$ cat src/rtl/cpu_tx_streamer_pkg.sv
// cpu_tx_streamer_pkg: shared state encoding and default widths for the CPU tx streamer
package cpu_tx_streamer_pkg;
  localparam int DATA_W_DEF = 64;
  localparam int ADDR_W_DEF = 8;
  localparam int PKT_CNT_W = 16;
  typedef enum logic [1:0] {IDLE, STREAM, DONE, WAIT_CLR} tx_state_t;
endpackage

$ cat src/rtl/cpu_tx_streamer_tx_skid_buf.sv
// tx_skid_buf: two-entry valid/ready output buffer that absorbs the buffer read latency
module tx_skid_buf #(
  parameter int W = 8
) (
  input  logic         clk,
  input  logic         rst,
  input  logic         flush,
  input  logic [W-1:0] in_data,
  input  logic         in_valid,
  output logic         in_ready,
  output logic [W-1:0] out_data,
  output logic         out_valid,
  input  logic         out_ready,
  output logic [1:0]   level
);
  logic [W-1:0] d0, d1;
  logic push, pop;
  assign in_ready = level != 2'd2;
  assign out_valid = level != 2'd0;
  assign out_data = d0;
  assign push = in_valid && in_ready;
  assign pop = out_valid && out_ready;
  always_ff @(posedge clk) begin
    if (rst) begin
      d0 <= '0;
      d1 <= '0;
      level <= 2'd0;
    end else begin
      level <= flush ? 2'd0 : level + 2'(push) - 2'(pop);
      if (pop && level == 2'd2)
        d0 <= d1;
      else if (push && (level == 2'd0 || (level == 2'd1 && pop)))
        d0 <= in_data;
      if (push && level == 2'd1 && !pop)
        d1 <= in_data;
    end
  end
endmodule

$ cat src/rtl/cpu_tx_streamer.sv
// cpu_tx_streamer: streams a CPU tx buffer packet onto a valid/ready/last stream
module cpu_tx_streamer
  import cpu_tx_streamer_pkg::*;
#(
  parameter int DATA_W = DATA_W_DEF,
  parameter int ADDR_W = ADDR_W_DEF
) (
  input  logic                 OPB_Clk,
  input  logic                 OPB_Rst,
  output logic [ADDR_W-1:0]    cpu_tx_buffer_addr,
  input  logic [DATA_W-1:0]    cpu_tx_buffer_rd_data,
  input  logic [ADDR_W-1:0]    cpu_tx_size,
  input  logic                 cpu_tx_ready,
  output logic                 cpu_tx_done,
  input  logic                 soft_reset,
  output logic [DATA_W-1:0]    tx_data,
  output logic                 tx_valid,
  output logic                 tx_last,
  input  logic                 tx_ready,
  output logic                 tx_busy,
  output logic [PKT_CNT_W-1:0] tx_pkt_count
);
  tx_state_t state, state_n;
  logic [ADDR_W-1:0] size_q, rd_ptr, last_addr;
  logic rd_pend, rd_pend_last, issued_all, done_ok;
  logic rd_issue, rd_at_last, room, flush, pop;
  logic sk_in_ready, sk_valid;
  logic [DATA_W:0] sk_data;
  logic [1:0] level;
  assign last_addr = (state == IDLE ? cpu_tx_size : size_q) - ADDR_W'(1);
  assign rd_at_last = rd_ptr == last_addr;
  assign pop = sk_valid && tx_ready;
  assign room = rd_pend ? (level == 2'd0 || (level == 2'd1 && pop)) : (sk_in_ready || pop);
  assign cpu_tx_buffer_addr = rd_ptr;
  assign cpu_tx_done = state == DONE;
  assign tx_busy = state != IDLE;
  assign tx_valid = sk_valid;
  assign tx_data = sk_data[DATA_W-1:0];
  assign tx_last = sk_valid && sk_data[DATA_W];
  tx_skid_buf #(.W(DATA_W + 1)) u_skid (
    .clk(OPB_Clk),
    .rst(OPB_Rst),
    .flush(flush),
    .in_data({rd_pend_last, cpu_tx_buffer_rd_data}),
    .in_valid(rd_pend),
    .in_ready(sk_in_ready),
    .out_data(sk_data),
    .out_valid(sk_valid),
    .out_ready(tx_ready),
    .level(level)
  );
  always_ff @(posedge OPB_Clk) begin
    state <= OPB_Rst ? IDLE : state_n;
  end
  always_comb begin
    state_n = state;
    rd_issue = 1'b0;
    flush = 1'b0;
    case (state)
      IDLE: begin
        if (cpu_tx_ready && !soft_reset) begin
          state_n = cpu_tx_size == '0 ? DONE : STREAM;
          rd_issue = cpu_tx_size != '0;
        end
      end
      STREAM: begin
        if (soft_reset) begin
          state_n = DONE;
          flush = 1'b1;
        end else begin
          rd_issue = !issued_all && room;
          state_n = pop && sk_data[DATA_W] ? DONE : STREAM;
        end
      end
      DONE: state_n = WAIT_CLR;
      default: state_n = cpu_tx_ready ? WAIT_CLR : IDLE;
    endcase
  end
  always_ff @(posedge OPB_Clk) begin
    if (OPB_Rst) begin
      size_q <= '0;
      rd_ptr <= '0;
      rd_pend <= 1'b0;
      rd_pend_last <= 1'b0;
      issued_all <= 1'b0;
      done_ok <= 1'b0;
      tx_pkt_count <= '0;
    end else begin
      size_q <= state == IDLE ? cpu_tx_size : size_q;
      rd_ptr <= rd_issue && !rd_at_last ? rd_ptr + ADDR_W'(1) : (state == STREAM && !soft_reset ? rd_ptr : '0);
      rd_pend <= rd_issue;
      rd_pend_last <= rd_at_last;
      issued_all <= rd_issue ? rd_at_last : (state == STREAM && !soft_reset && issued_all);
      done_ok <= state == STREAM && !soft_reset && pop && sk_data[DATA_W];
      tx_pkt_count <= tx_pkt_count + PKT_CNT_W'(state == DONE && done_ok);
    end
  end
endmodule

$ cat config.mk
export PLATFORM = sky130hd
export DESIGN_NAME = cpu_tx_streamer
export DESIGN_NICKNAME = d
export VERILOG_FILES = /design/src/rtl/cpu_tx_streamer_pkg.sv /design/src/rtl/cpu_tx_streamer_tx_skid_buf.sv /design/src/rtl/cpu_tx_streamer.sv
export SDC_FILE = /design/constraint.sdc
export NUM_CORES = 1
export LEC_CHECK = 0
export CORE_AREA = 5 5 131 133
export CTS_CLUSTER_DIAMETER = 120
export CTS_CLUSTER_SIZE = 16
export DETAILED_ROUTE_END_ITERATION = 8
export DIE_AREA = 0 0 136 138
export GPL_TIMING_DRIVEN = 0
export MAX_ROUTING_LAYER = met4
export PLACE_DENSITY_LB_ADDON = 0.3
export SYNTH_ARGS = -nofsm -noshare
export SYNTH_HDL_FRONTEND = slang
export SYNTH_SLANG_ARGS = --single-unit
$ cat constraint.sdc
create_clock -name OPB_Clk -period 3 [get_ports OPB_Clk]
set_input_delay 0.6 -clock OPB_Clk [delete_from_list [all_inputs] [get_ports OPB_Clk]]
set_output_delay 0.6 -clock OPB_Clk [all_outputs]
set_load 0.02 [all_outputs]
# --- Word-level counts from Yosys, hierarchy flattened ---
# Index checks and enable logic that the tools add are counted.
classes:
  n_eq_ne: 8
  addsub: 5
  muxes: 18
  n_reduce_logical: 31
op_table:
  columns: ["operator", "count"]
  rows:
  - ["$mux W65", 2]
  - ["$mux W8", 3]
  - ["$logic_and A1 B1 Y1", 17]
  - ["$add A16 B1 Y16", 1]
  - ["$mux W2", 5]
  - ["$add A8 B1 Y8 const B", 1]
  - ["$eq A8 B8 Y1", 1]
  - ["$logic_not A8 Y1", 1]
  - ["$reduce_bool A8 Y1", 1]
  - ["$sub A8 B1 Y8 const B", 1]
  - ["$mux W1", 6]
  - ["$pmux W2 S3", 1]
  - ["$reduce_bool A2 Y1", 3]
  - ["$eq A2 B1 Y1 const B", 2]
  - ["$eq A2 B2 Y1 const B", 2]
  - ["$logic_not A1 Y1", 4]
  - ["$logic_not A2 Y1", 2]
  - ["$ne A2 B2 Y1 const B", 2]
  - ["$add A2 B1 Y2", 1]
  - ["$logic_or A1 B1 Y1", 2]
  - ["$ne A2 B1 Y1 const B", 1]
  - ["$pmux W1 S2", 1]
  - ["$reduce_or A2 Y1", 1]
  - ["$sub A2 B1 Y2", 1]
totals:
  out_inout_bits: 92
  wordCells: 73
  inputBits: 77
  ff_bits: 170

# --- Depth between registers and ports, before layout ---
depth:
  depth_word: 10
  depth_mapped: 10
  ltp_nobuf: 10

# --- By module ---
# A second synthesis with hierarchy kept.
unflattened:
  cells_unflattened: 841
  hier_area_um2: 7900.1
modules_own_cells:
  columns: ["module", "n_inst", "seq_area_each_um2", "cells_each", "area_per_inst_um2"]
  rows:
  - ["tx_skid_buf", 1, 2642.5, 611, 5826.8]
  - ["cpu_tx_streamer", 1, 760.7, 230, 2073.2]

# --- Worst setup path after synthesis ---
# OpenSTA, ideal clock, no wires.
synth_timing:
  kind: "reg-to-reg"
  startpoint: "register state[1]"
  endpoint: "register rd_ptr[7] (netlist: cpu_tx_buffer_addr[7])"
  required_ns: 2.878
  arrival_time_ns: 2.542
  setup_slack_ns: 0.336
  path_buffers: 1
  path_stages_with_launch: 11
  synth_period_minus_slack_ns: 2.664
  setup_time_ns: 0.122
  cell_sequence: "dfxtp_1 nor2_1 buf_6 mux2i_1 ha_1 xnor2_1 nand4b_4 a2111oi_4 a21o_1 nand2_2 a221o_1"
synth_between:
  elab_chain_cells: 7
synth_rtl:
  columns: ["item", "line_no", "text"]
  rows:
  - ["start: declaration", "cpu_tx_streamer.sv:23", "tx_state_t state, state_n;"]
  - ["start signal: assignment", "cpu_tx_streamer.sv:53", "state <= OPB_Rst ? IDLE : state_n;"]
  - ["$logic_not A2 Y1", "cpu_tx_streamer.sv:30, cpu_tx_streamer.sv:59", null]
  - ["$mux W8", null, null]
  - ["$sub A8 B1 Y8", "cpu_tx_streamer.sv:30", "assign last_addr = (state == IDLE ? cpu_tx_size : size_q) - ADDR_W'(1);"]
  - ["$eq A8 B8 Y1", "cpu_tx_streamer.sv:31", "assign rd_at_last = rd_ptr == last_addr;"]
  - ["$logic_not A1 Y1", "cpu_tx_streamer.sv:90", "rd_ptr <= rd_issue && !rd_at_last ? rd_ptr + ADDR_W'(1) : (state == STREAM && !soft_reset ? rd_ptr : '0);"]
  - ["$logic_and A1 B1 Y1", "cpu_tx_streamer.sv:90", null]
  - ["$ne A2 B2 Y1 (no source line) or $mux W8 (tied branches)", null, null]
  - ["end signal: assignment", "cpu_tx_streamer.sv:90", null]
  - ["end: declaration", "cpu_tx_streamer.sv:24", "logic [ADDR_W-1:0] size_q, rd_ptr, last_addr;"]
# Parallel ways exist; a longest one is shown, timed or not.
# A chain may end at the register's enable or synchronous reset.

# --- Worst setup path in the final report ---
layout_timing:
  startpoint: "input cpu_tx_size[4]"
  endpoint: "register rd_ptr[7] (netlist: cpu_tx_buffer_addr[7])"
layout_between:
  elab_chain_cells: 6
layout_rtl:
  columns: ["item", "line_no", "text"]
  rows:
  - ["start: declaration", "cpu_tx_streamer.sv:12", "input logic [ADDR_W-1:0] cpu_tx_size,"]
  - ["$mux W8", null, null]
  - ["$sub A8 B1 Y8", "cpu_tx_streamer.sv:30", null]
  - ["$eq A8 B8 Y1", "cpu_tx_streamer.sv:31", null]
  - ["$logic_not A1 Y1", "cpu_tx_streamer.sv:90", null]
  - ["$logic_and A1 B1 Y1 *", "cpu_tx_streamer.sv:90", null]
  - ["$ne A2 B2 Y1 (no source line) or $mux W8 (tied branches)", null, null]
# Every way passes the cells marked *; elsewhere a longest branch is shown, timed or not.

==> out/metrics.cfg <==
[global_routing]
grtUsageTotal = 0.240
grt_pass1_vias = 7269
antenna_found_initial = 1
grt_max_degree = 17
grt_pass1_wl_mm = 36.0
grt.overflow.total = 0

[hold_path]
hold_path.class = flip-flop to flip-flop

[place]
placed_area_um2 = 9820
hpwl_mm = 15.9
io_buffers = 167
gp_congestion = 0.868

[yosys]
synth_top_cell_by_area = dfxtp_1
async_flop_share = 0
synth_compound_area_frac = 0.172
synthCells = 986
synth.mux.area_fraction = 0.00635
synth_xor_area_frac = 0.0233
synth_edf_count = 0
yosysWarnings = 0
synthAdderAreaFrac = 0.00953
ys_types = 62
synth_area_um2 = 7880
yosys-top-cells-area = dfxtp_1 (43%), nand2_1 (10%), a311oi_1 (7.2%)
synth_simple_gate_area_frac = 0.250
synth_seq_cells = 170
synth_ff_type = dfxtp_1
yosysSeqAreaShare = 0.432
synth_top_area_share = 0.432
syn-num-nets = 1069
avgSynthCellArea_um2 = 7.99
synth_top_family_by_area = simple AND/OR/NAND/NOR gates

[drt]
drtPass1Iterations = 5
via_per_inst = 5.39
detail-route-antenna-nets = 0
drt_iter0_drc = 486
drc_errors = 0
wl_per_cell_um = 15.7
num_vias = 7569
wirelength_mm = 22.1

[timing]
whs_ns = 0.452
setup_violations = 0
maxSlewHeadroom = 0.499
rsz0062_at_grt = false
fin_crit_ns = 2.86
max_freq_ghz = 0.350
clock_skew_ns = 0.00729
worst_pin_slew_ns = 0.752
setup_tns_ns = 0
fin_crit_sh = 0.952
slew_viol_final = 0
hold_viol_final = 0

[finish]
stdcell_area_um2 = 10500
final_common_cell = nand2_1
layout_common_cells = nand2_1 (209), dfxtp_1 (169), clkdlybuf4s50_1 (167), nor2_1 (93), a21oi_1 (80)
drive_gt1_frac = 0.104
nFillCells = 1359
syn_to_final_growth_pct = 32.8
post-route-util = 0.666
layout.nets = 1257

[setup_path]
critPathBufInv = 2
critPathSlowestCell = or4_1
max_stage_delay_ns = 0.55
critPathKind = input pin to flip-flop
crit_family = simple AND/OR/NAND/NOR gates
cp-start-kind = input pin
critPathMaxFanout = 6
crit_arrival_ns = 3.16
crit_chain = clkdlybuf4s50_1 -> or4_1 -> o32a_1 -> nor3_1 -> nor3b_2 -> o32ai_4 -> nor4_4 -> buf_4 -> a221o_1
critPathCaptureType = flip-flop
required_ns = 3.31

[power_and_ir_drop]
total_power_mw = 6.77
p_leak_nw = 3.78
power_density_nw_per_um2 = 647
peakVddDrop_uv = 531

[run]
drv_cap = 0

[clock_network]
htree_levels = 4
insertion_delay_ns = 0.43
cts.root.buffer_cell = clkbuf_16
holdBufCountCts = 0
cts_buffer_depth = 2
cts_tree = built
cts_buffers = 17
cts_sinks = 170
clk_pin_slew_worst_paths_ns = 0.06

[floorplanning]
fp.dieW_um = 136
core_um2 = 15700
die_h_um = 138
rows = 46
die_area_um2 = 18800
pin_count = 169
start_util = 0.501

[run_status]
status = completed

-- final timing paths --
kind | startpoint | endpoint | slack, ns | depth (start not counted)
setup / recovery | cpu_tx_size[4] | cpu_tx_buffer_addr[7] | 0.14 | 9
hold / removal | u_skid.d1[41] | u_skid.d1[41] | 0.45 | 2
setup reg to reg | state[1] | cpu_tx_buffer_addr[7] | 0.16 | 11
hold reg to reg | u_skid.d1[41] | u_skid.d1[41] | 0.45 | 2
-- routing by layer --
layer  global-route usage  vias up  share of wire
met2                0.372      267           0.47
li1                     -     3713              -
met5                    -        -              0
met1                0.314     3559           0.44
met4               0.0785        0          0.016
met3               0.0472       30          0.076
-- layout make-up --
class	instances	area (µm²)	area share
antenna	1	2.50	0.000239
buffer	137	771	0.0736
clock buffer	18	439	0.0420
clock inverter	14	159	0.0152
inverter	17	63.8	0.00610
multi-input combinational	662	3670	0.351
sequential	170	3400	0.325
tap	216	270	0.0258
timing repair buffer	169	1690	0.161
-- power by group --
| group | total, mW | internal (mW) | switching [mW] |
|---|---|---|---|
| logic | 1.95 | 0.907 | 1.04 |
| clock network | 2.23 | 1.27 | 0.958 |
| registers | 2.60 | 2.47 | 0.132 |
| total | 6.77 | 4.65 | 2.13 |
-- through the flow --
step | setup WS, ns | instances
2_1_floorplan | 0.336 | 986
3_3_place_gp | -0.306 | 1369
3_5_place_dp | -0.353 | 1369
4_1_cts | 0.00732 | 1402
5_1_grt | 0.0239 | 1404
6_report | 0.145 | 1404
-- synthesized netlist by cell type, types with 4 or more instances --
master,instances
dfxtp_1,170
or3_1,9
a21oi_1,80
nor3_1,6
nand3_1,73
a221o_1,4
inv_1,17
or2_2,4
nor4_1,5
a311oi_1,65
nor2b_1,7
nor2_1,94
buf_4,64
mux2i_1,5
xor2_1,7
o21ai_0,12
o21a_1,4
ha_1,6
clkbuf_1,64
nand2_1,209
xnor2_1,14
nor3b_1,4
buf_1,6
nand4_1,4
and2_1,6
-- sequential cells by signal, indices dropped and copies added (netlist names) --
| signal | count |
|---|---|
| u_skid.level | 2 |
| cpu_tx_buffer_addr | 8 |
| done_ok | 1 |
| u_skid.d1 | 65 |
| rd_pend | 1 |
| state | 2 |
| u_skid.out_data | 65 |
| size_q | 8 |
| tx_pkt_count | 16 |
| rd_pend_last | 1 |
| issued_all | 1 |
-- cells by family after synthesis --
logic type / Yosys count
flip-flops: 170
AO/OA/AOI/OAI: 189
adder cells (fa/ha/maj): 6
AND/OR/NAND/NOR: 441
XOR/XNOR: 21
buffers and inverters: 154
multiplexers: 5
-- timing repair --
action | CTS | global route
endpoints found under the hold margin | 0 | 0
buffers inserted | 1 | 1
pin swaps | 1 | 3
resized for setup | 1 | 6
setup endpoints to repair | 6 | 9
-- worst reg2reg max path, stage by stage (launching register included) --
cell and delay (ns):
dfxtp_2 0.36, nor2_2 0.15, buf_6 0.19, mux2i_4 0.29, ha_2 0.26, inv_1 0.07, o31ai_1 0.30, xnor2_1 0.18
a21oi_2 0.31, nor4_4 0.08, buf_4 0.19, a221o_1 0.34
(Power assumes the default switching activity.)
